File: config.mk
export PLATFORM = sky130hd
export DESIGN_NAME = alu_exec_ctrl
export DESIGN_NICKNAME = d
export VERILOG_FILES = /design/src/rtl/alu_exec_ctrl.sv
export SDC_FILE = /design/constraint.sdc
export NUM_CORES = 1
export LEC_CHECK = 0
export ABC_CLOCK_PERIOD_IN_PS = 1900
export CORE_UTILIZATION = 35
export CTS_CLUSTER_DIAMETER = 60
export CTS_CLUSTER_SIZE = 25
export DETAILED_ROUTE_END_ITERATION = 10
export GPL_TIMING_DRIVEN = 0
export PLACE_DENSITY = 0.75
export SLEW_MARGIN = 25
export SYNTH_ARGS = -nofsm -noshare
export SYNTH_HDL_FRONTEND = slang
export SYNTH_SLANG_ARGS = --single-unit
File: constraint.sdc
create_clock -name clk -period 1.9 [get_ports clk]
set_clock_uncertainty 0.1 [all_clocks]
set_input_delay 0.285 -clock clk [delete_from_list [all_inputs] [get_ports clk]]
set_output_delay 0.285 -clock clk [all_outputs]
set_load 0.05 [all_outputs]
File: src/rtl/alu_exec_ctrl.sv
// Q1-Q4 instruction sequencer for the PIC16C5x ALU; owns W and the {Z, DC, C} status bits.
// Optional feature macro: ALU_EXEC_OVERLAP_EN (accept the next instruction during Q4).
`ifndef ALU_DATA_WIDTH
`define ALU_DATA_WIDTH 8
`endif
`ifndef ALU_FUNC_WIDTH
`define ALU_FUNC_WIDTH 5
`endif
`ifndef ALU_STATUS_WIDTH
`define ALU_STATUS_WIDTH 3
`endif

module alu_exec_ctrl (
    input  logic                           clk,
    input  logic                           rst_n,
    input  logic                           instr_valid,
    input  logic [11:0]                    instr,
    output logic                           instr_ready,
    output logic                           illegal,
    output logic [4:0]                     f_addr,
    input  logic [`ALU_DATA_WIDTH-1:0]     f_rdata,
    output logic                           f_we,
    output logic [`ALU_DATA_WIDTH-1:0]     f_wdata,
    output logic [`ALU_DATA_WIDTH-1:0]     alu_w,
    output logic [`ALU_DATA_WIDTH-1:0]     alu_f,
    output logic [`ALU_DATA_WIDTH-1:0]     alu_l,
    output logic [`ALU_FUNC_WIDTH-1:0]     alu_func,
    output logic [2:0]                     alu_bitsel,
    output logic                           alu_cflag,
    output logic                           alu_en,
    output logic [`ALU_STATUS_WIDTH-1:0]   alu_status_in,
    input  logic [`ALU_DATA_WIDTH-1:0]     alu_result,
    input  logic [`ALU_STATUS_WIDTH-1:0]   alu_status,
    output logic [`ALU_DATA_WIDTH-1:0]     w_reg,
    output logic [`ALU_STATUS_WIDTH-1:0]   status_reg
);
    localparam logic [2:0] IDLE = 3'd0;
    localparam logic [2:0] Q1   = 3'd1;
    localparam logic [2:0] Q2   = 3'd2;
    localparam logic [2:0] Q3   = 3'd3;
    localparam logic [2:0] Q4   = 3'd4;

    localparam logic [`ALU_FUNC_WIDTH-1:0] ALU_ADDWF = `ALU_FUNC_WIDTH'(0);
    localparam logic [`ALU_FUNC_WIDTH-1:0] ALU_SUBWF = `ALU_FUNC_WIDTH'(1);
    localparam logic [`ALU_FUNC_WIDTH-1:0] ALU_ANDWF = `ALU_FUNC_WIDTH'(2);
    localparam logic [`ALU_FUNC_WIDTH-1:0] ALU_IORWF = `ALU_FUNC_WIDTH'(3);
    localparam logic [`ALU_FUNC_WIDTH-1:0] ALU_XORWF = `ALU_FUNC_WIDTH'(4);
    localparam logic [`ALU_FUNC_WIDTH-1:0] ALU_COMF  = `ALU_FUNC_WIDTH'(5);
    localparam logic [`ALU_FUNC_WIDTH-1:0] ALU_DECF  = `ALU_FUNC_WIDTH'(6);
    localparam logic [`ALU_FUNC_WIDTH-1:0] ALU_INCF  = `ALU_FUNC_WIDTH'(7);
    localparam logic [`ALU_FUNC_WIDTH-1:0] ALU_MOVF  = `ALU_FUNC_WIDTH'(8);
    localparam logic [`ALU_FUNC_WIDTH-1:0] ALU_RLF   = `ALU_FUNC_WIDTH'(9);
    localparam logic [`ALU_FUNC_WIDTH-1:0] ALU_RRF   = `ALU_FUNC_WIDTH'(10);
    localparam logic [`ALU_FUNC_WIDTH-1:0] ALU_SWAPF = `ALU_FUNC_WIDTH'(11);
    localparam logic [`ALU_FUNC_WIDTH-1:0] ALU_BCF   = `ALU_FUNC_WIDTH'(12);
    localparam logic [`ALU_FUNC_WIDTH-1:0] ALU_BSF   = `ALU_FUNC_WIDTH'(13);
    localparam logic [`ALU_FUNC_WIDTH-1:0] ALU_ANDLW = `ALU_FUNC_WIDTH'(14);
    localparam logic [`ALU_FUNC_WIDTH-1:0] ALU_IORLW = `ALU_FUNC_WIDTH'(15);
    localparam logic [`ALU_FUNC_WIDTH-1:0] ALU_XORLW = `ALU_FUNC_WIDTH'(16);
    localparam logic [`ALU_FUNC_WIDTH-1:0] ALU_NOP   = `ALU_FUNC_WIDTH'(17);

    localparam logic [2:0] MASK_ALL = 3'b111;
    localparam logic [2:0] MASK_Z   = 3'b100;
    localparam logic [2:0] MASK_C   = 3'b001;

    logic [2:0]                   stateReg, stateNext;
    logic                         accept, readyNext;
    logic [`ALU_FUNC_WIDTH-1:0]   decFunc;
    logic [`ALU_DATA_WIDTH-1:0]   decLit;
    logic                         decWriteF, decWriteW, decZeroW, decIllegal, byteOp;
    logic [2:0]                   decMask;
    logic                         writeFReg, writeWReg;
    logic [2:0]                   maskReg, capStatus, statusMerged, statusNext;
    logic [`ALU_DATA_WIDTH-1:0]   wNext;

    assign accept = instr_valid && instr_ready;

    always_comb begin
        stateNext = IDLE;
        case (stateReg)
            IDLE:    stateNext = accept ? Q1 : IDLE;
            Q1:      stateNext = Q2;
            Q2:      stateNext = Q3;
            Q3:      stateNext = Q4;
            Q4:      stateNext = accept ? Q1 : IDLE;
            default: stateNext = IDLE;
        endcase
    end

`ifdef ALU_EXEC_OVERLAP_EN
    assign readyNext = (stateNext == IDLE) || (stateNext == Q4);
`else
    assign readyNext = (stateNext == IDLE);
`endif

    // Pseudo-ops reuse literal functions: CLRF/CLRW = AND with 0, MOVWF/MOVLW = IOR with 0.
    always_comb begin
        decFunc    = ALU_NOP;
        decLit     = '0;
        decWriteF  = 1'b0;
        decWriteW  = 1'b0;
        decZeroW   = 1'b0;
        decIllegal = 1'b0;
        decMask    = 3'b000;
        byteOp     = 1'b0;
        if (instr[11:10] == 2'b11) begin
            decLit    = instr[7:0];
            decWriteW = 1'b1;
            case (instr[9:8])
                2'b00:   begin decFunc = ALU_IORLW; decZeroW = 1'b1; end
                2'b01:   begin decFunc = ALU_IORLW; decMask = MASK_Z; end
                2'b10:   begin decFunc = ALU_ANDLW; decMask = MASK_Z; end
                default: begin decFunc = ALU_XORLW; decMask = MASK_Z; end
            endcase
        end else if (instr[11:9] == 3'b010) begin
            decFunc   = instr[8] ? ALU_BSF : ALU_BCF;
            decWriteF = 1'b1;
        end else if (instr[11:6] == 6'b000000) begin
            if (instr[5]) begin
                decFunc   = ALU_IORLW;
                decWriteF = 1'b1;
            end else if (instr[4:0] != 5'd0) begin
                decIllegal = 1'b1;
            end
        end else if (instr[11:6] == 6'b000001) begin
            if (instr[5] || instr[4:0] == 5'd0) begin
                decFunc   = ALU_ANDLW;
                decMask   = MASK_Z;
                decWriteF = instr[5];
                decWriteW = !instr[5];
            end else begin
                decIllegal = 1'b1;
            end
        end else if (instr[11:10] == 2'b00) begin
            byteOp = 1'b1;
            case (instr[11:6])
                6'b000111: begin decFunc = ALU_ADDWF; decMask = MASK_ALL; end
                6'b000010: begin decFunc = ALU_SUBWF; decMask = MASK_ALL; end
                6'b000101: begin decFunc = ALU_ANDWF; decMask = MASK_Z; end
                6'b000100: begin decFunc = ALU_IORWF; decMask = MASK_Z; end
                6'b000110: begin decFunc = ALU_XORWF; decMask = MASK_Z; end
                6'b001001: begin decFunc = ALU_COMF;  decMask = MASK_Z; end
                6'b000011: begin decFunc = ALU_DECF;  decMask = MASK_Z; end
                6'b001010: begin decFunc = ALU_INCF;  decMask = MASK_Z; end
                6'b001000: begin decFunc = ALU_MOVF;  decMask = MASK_Z; end
                6'b001101: begin decFunc = ALU_RLF;   decMask = MASK_C; end
                6'b001100: begin decFunc = ALU_RRF;   decMask = MASK_C; end
                6'b001110: begin decFunc = ALU_SWAPF; end
                default:   begin byteOp = 1'b0; decIllegal = 1'b1; end
            endcase
            decWriteF = byteOp && instr[5];
            decWriteW = byteOp && !instr[5];
        end else begin
            decIllegal = 1'b1;
        end
    end

    genvar gi;
    generate
        for (gi = 0; gi < `ALU_STATUS_WIDTH; gi = gi + 1) begin : g_status_merge
            assign statusMerged[gi] = maskReg[gi] ? capStatus[gi] : status_reg[gi];
        end
    endgenerate

    // f_wdata doubles as the captured result that feeds W at the end of Q4.
    assign wNext      = (stateReg == Q4 && writeWReg) ? f_wdata : w_reg;
    assign statusNext = (stateReg == Q4) ? statusMerged : status_reg;

    always_ff @(posedge clk or negedge rst_n) begin
        if (!rst_n) begin
            stateReg      <= IDLE;
            instr_ready   <= 1'b1;
            illegal       <= 1'b0;
            f_addr        <= '0;
            f_we          <= 1'b0;
            f_wdata       <= '0;
            alu_w         <= '0;
            alu_f         <= '0;
            alu_l         <= '0;
            alu_func      <= '0;
            alu_bitsel    <= '0;
            alu_cflag     <= 1'b0;
            alu_en        <= 1'b0;
            alu_status_in <= '0;
            w_reg         <= '0;
            status_reg    <= '0;
            writeFReg     <= 1'b0;
            writeWReg     <= 1'b0;
            maskReg       <= '0;
            capStatus     <= '0;
        end else begin
            stateReg    <= stateNext;
            instr_ready <= readyNext;
            illegal     <= accept && decIllegal;
            alu_en      <= (stateReg == Q2);
            f_we        <= (stateReg == Q3) && writeFReg;
            w_reg       <= wNext;
            status_reg  <= statusNext;
            if (stateReg == Q2) begin
                alu_f <= f_rdata;
            end
            if (stateReg == Q3) begin
                f_wdata   <= alu_result;
                capStatus <= alu_status;
            end
            if (accept) begin
                f_addr        <= instr[4:0];
                alu_func      <= decFunc;
                alu_l         <= decLit;
                alu_bitsel    <= instr[7:5];
                alu_w         <= decZeroW ? '0 : wNext;
                alu_cflag     <= statusNext[0];
                alu_status_in <= statusNext;
                writeFReg     <= decWriteF;
                writeWReg     <= decWriteW;
                maskReg       <= decMask;
            end
        end
    end
endmodule

==> impl_metrics.py <==
metrics = {
    "flow_run": {
        "maxCapViolations": 0,
    },
    "routing": {
        "wl_um": 7870,
        "drc": 0,
        "drt_iter0_drc": 94,
        "vias": 2511,
        "drt.antenna.violating_nets": 0,
        "vias_per_cell": 5.07,
        "wl_per_cell_um": 15.9,
        "dr.pass1.iters": 4,
    },
    "yosys": {
        "synth-simple-area-share_pct": 13.2,
        "syn_area_mm2": 0.00308,
        "async_flop_share_pct": 100,
        "synth-seq-area-share_pct": 60.2,
        "synth_cell_types": 45,
        "synth-xor-area-share_pct": 0.853,
        "synthAdderAreaFrac_pct": 0,
        "synth_top_area_cell": "dfrtp_1",
        "ys_ff_latch": 74,
        "synth_top_family_by_area": "compound AO/OA/AOI/OAI gates",
        "synth_edf_count": 0,
        "synth_top_flop_cell": "dfrtp_1",
        "synthMuxAreaShare_pct": 8.05,
        "synth-compound-area-share_pct": 14.8,
        "synth_top_area_share_pct": 59.3,
        "syn_nets": 309,
        "syn_inst": 275,
        "avgSynthCellArea_um2": 11.2,
        "synth_warnings": 0,
        "yosys-top-cells-area": "dfrtp_1 59%, mux2_2 8.0%, nand2_1 7.7%",
    },
    "sta": {
        "setup_viol": 0,
        "rsz0062_at_grt": "false",
        "max_freq_mhz": 536,
        "slew_headroom_pct": 34.5,
        "final_max_slew_viol_count": 0,
        "post-route-period-util_pct": 98.2,
        "tightest_slew_ns": 0.978,
        "period_minus_slack_ns": 1.87,
        "final_hold_viol_count": 0,
        "final.setup.worst_slack_ns": 0.0345,
    },
    "clock_tree": {
        "cts_sinks": 74,
        "cts_max_level": 3,
        "cts_tree": "built",
        "clockBufferDepth": 2,
        "numCtsBuffers": 9,
        "root_buffer": "clkbuf_8",
        "path_clk_slew_ns": 0.07,
        "clkLatencyLatePin_ns": 0.35,
    },
    "setup_path": {
        "cp.required_ns": 2.07,
        "crit_fanout": 4,
        "cp-end-kind": "flip-flop",
        "crit_type": "input pin to flip-flop",
        "worst_setup_path_start_kind": "input pin",
        "arrival_ns": 2.03,
    },
    "outcome": {
        "status": "completed",
    },
    "min_path": {
        "hold_class": "input pin to flip-flop",
    },
    "power": {
        "seqPwrFrac_pct": 31.4,
        "swShare_pct": 47.2,
        "p_clk_share_pct": 16.6,
        "p_leak_nw": 2.36,
        "p_per_area_mw_per_mm2": 1870,
        "power_frac_comb_pct": 52.0,
        "irDropWorstVdd_uv": 820,
        "power.switching_mw": 3.92,
        "internal_power_mw": 4.39,
    },
    "grt": {
        "grt_antenna_before_repair": 0,
        "grt_max_degree": 39,
        "grt_overflow": 0,
        "grt_pass1_vias": 2509,
        "grt_pass1_wl_um": 12800,
        "grt_use_total_pct": 18.5,
    },
    "place": {
        "hpwl_um": 5570,
        "placed_area_mm2": 0.00417,
        "dp_cells": 475,
        "gp_congestion": 0.907,
        "pre_cts_ws_ns": -0.433,
        "portBuffers": 94,
    },
    "floorplan": {
        "dieWidth_um": 95.8,
        "initial_core_util_pct": 36.7,
        "dieArea_mm2": 0.00918,
        "pin_count": 98,
        "core_area_mm2": 0.00838,
        "num_rows": 33,
        "die_h_um": 95.8,
    },
    "final_layout": {
        "nets": 419,
        "drive_gt1_share_pct": 14.4,
        "postLayoutCoreUtil_pct": 53.1,
        "area_growth_pct": 44.4,
        "final_cells": 495,
        "stdcell_area_mm2": 0.00445,
        "diodes": 0,
        "fillers": 792,
    },
}
==> through the flow <==
| step | setup TNS [ns] | hold WS, ns | total power [mW] |
|---|---|---|---|
| floorplan | 0 | -0.111 | 5.61 |
| global placement | -155.86 | 0.358 | 7.13 |
| detailed placement | -4.81 | 0.182 | 7.22 |
| CTS | 0 | 0.267 | 8.35 |
| global route | 0 | 0.328 | 8.76 |
| finish | 0 | 0.302 | 8.31 |
==> final timing paths <==
| check | start | to | slack (ns) | cells past startpoint |
|---|---|---|---|---|
| setup / recovery | instr[0] | alu_func[1] | 0.03 | 5 |
| hold / removal | instr[11] | writeFReg | 0.30 | 2 |
| setup reg to reg | instr_ready | writeWReg | 0.10 | 4 |
| hold reg to reg | alu_bitsel[2] | alu_bitsel[2] | 0.37 | 2 |
| max in group asynchronous | rst_n | instr_ready | 0.73 | 3 |
| min in group asynchronous | rst_n | f_addr[3] | 0.35 | 2 |
==> metal layers <==
metal	part of all wire, %	vias up	track usage, %
li1	-	1180	-
met2	48	79	29.0
met4	2.2	0	7.84
met3	5.2	13	4.03
met5	0	-	0
met1	45	1239	24.9
==> layout by cell type, fill, tap and decap left out, types with 2 or more instances in the layout <==
cell,n
dlygate4sd2_1,44
a22o_1,17
buf_4,5
a21oi_1,7
and3_1,3
buf_1,3
clkdlybuf4s50_1,31
a221o_1,2
o22a_1,2
and2_1,3
o31ai_1,3
inv_1,4
clkbuf_8,11
nor2_1,8
dfrtp_1,73
mux2_2,22
o21ai_0,7
nand2_1,63
bufinv_16,2
o21a_1,3
nor2b_1,3
a21o_1,2
clkbuf_1,10
a31oi_1,3
nand3_1,4
dlymetal6s2s_1,18
clkbuf_2,3
xnor2_1,3
==> cell families after synthesis <==
| logic type | Yosys count |
|---|---|
| and+or+nand+nor | 94 |
| DFF | 74 |
| AOI/OAI and AO/OA | 60 |
| muxes | 22 |
| buffers and inverters | 22 |
| xor gates and xnor gates | 3 |
==> layout make-up <==
class / count / area, um^2 / area share [%]
Tap cell: 105 / 131 / 2.95
Buffer: 18 / 80.1 / 1.80
Clock inverter: 4 / 73.8 / 1.66
Sequential cell: 74 / 1850 / 41.7
Timing Repair Buffer: 99 / 981 / 22.1
Inverter: 4 / 15.0 / 0.338
Clock buffer: 12 / 155 / 3.49
Multi-Input combinational cell: 179 / 1160 / 26.0
==> worst max-delay path, cell delays in order <==
cell and delay [ns]:
clkdlybuf4s50_1 0.48, or4_4 0.57, o21ba_1 0.20, a221o_1 0.34, a31oi_1 0.16
==> cell usage after synthesis (2+ instances only) <==
| master | count |
|---|---|
| dfrtp_1 | 73 |
| nand2_1 | 63 |
| mux2_2 | 22 |
| a22o_1 | 17 |
| clkbuf_1 | 11 |
| nor2_1 | 10 |
| a21oi_1 | 7 |
| o21ai_0 | 7 |
| buf_1 | 4 |
| inv_1 | 4 |
| nand3_1 | 4 |
| a31oi_1 | 3 |
| and2_1 | 3 |
| and3_1 | 3 |
| nor2b_1 | 3 |
| o21a_1 | 3 |
| o31ai_1 | 3 |
| xnor2_1 | 3 |
| a21o_1 | 2 |
| a221o_1 | 2 |
| buf_2 | 2 |
| nor3_1 | 2 |
| o22a_1 | 2 |
==> power by group through the flow <==
| stage | sequential [mW] | clock, mW | combinational, mW |
|---|---|---|---|
| 3_3_place_gp | 2.62 | 0 | 4.51 |
| 6_report | 2.61 | 1.38 | 4.32 |
| 4_1_cts | 2.63 | 1.40 | 4.31 |
| 5_1_grt | 2.71 | 1.47 | 4.59 |
| 3_5_place_dp | 2.66 | 0 | 4.56 |
| 2_1_floorplan | 4.56 | 0 | 1.05 |
==> repair_timing <==
item | 4_1_cts | 5_1_grt
pin swaps | 0 | 1
hold endpoints to repair | 36 | 0
setup endpoints to repair | 53 | 32
setup buffers | 0 | 3
resized for setup | 48 | 24
gates cloned | 0 | 0
hold buffers | 1 | 0
Power figures use the tool's default switching activity.
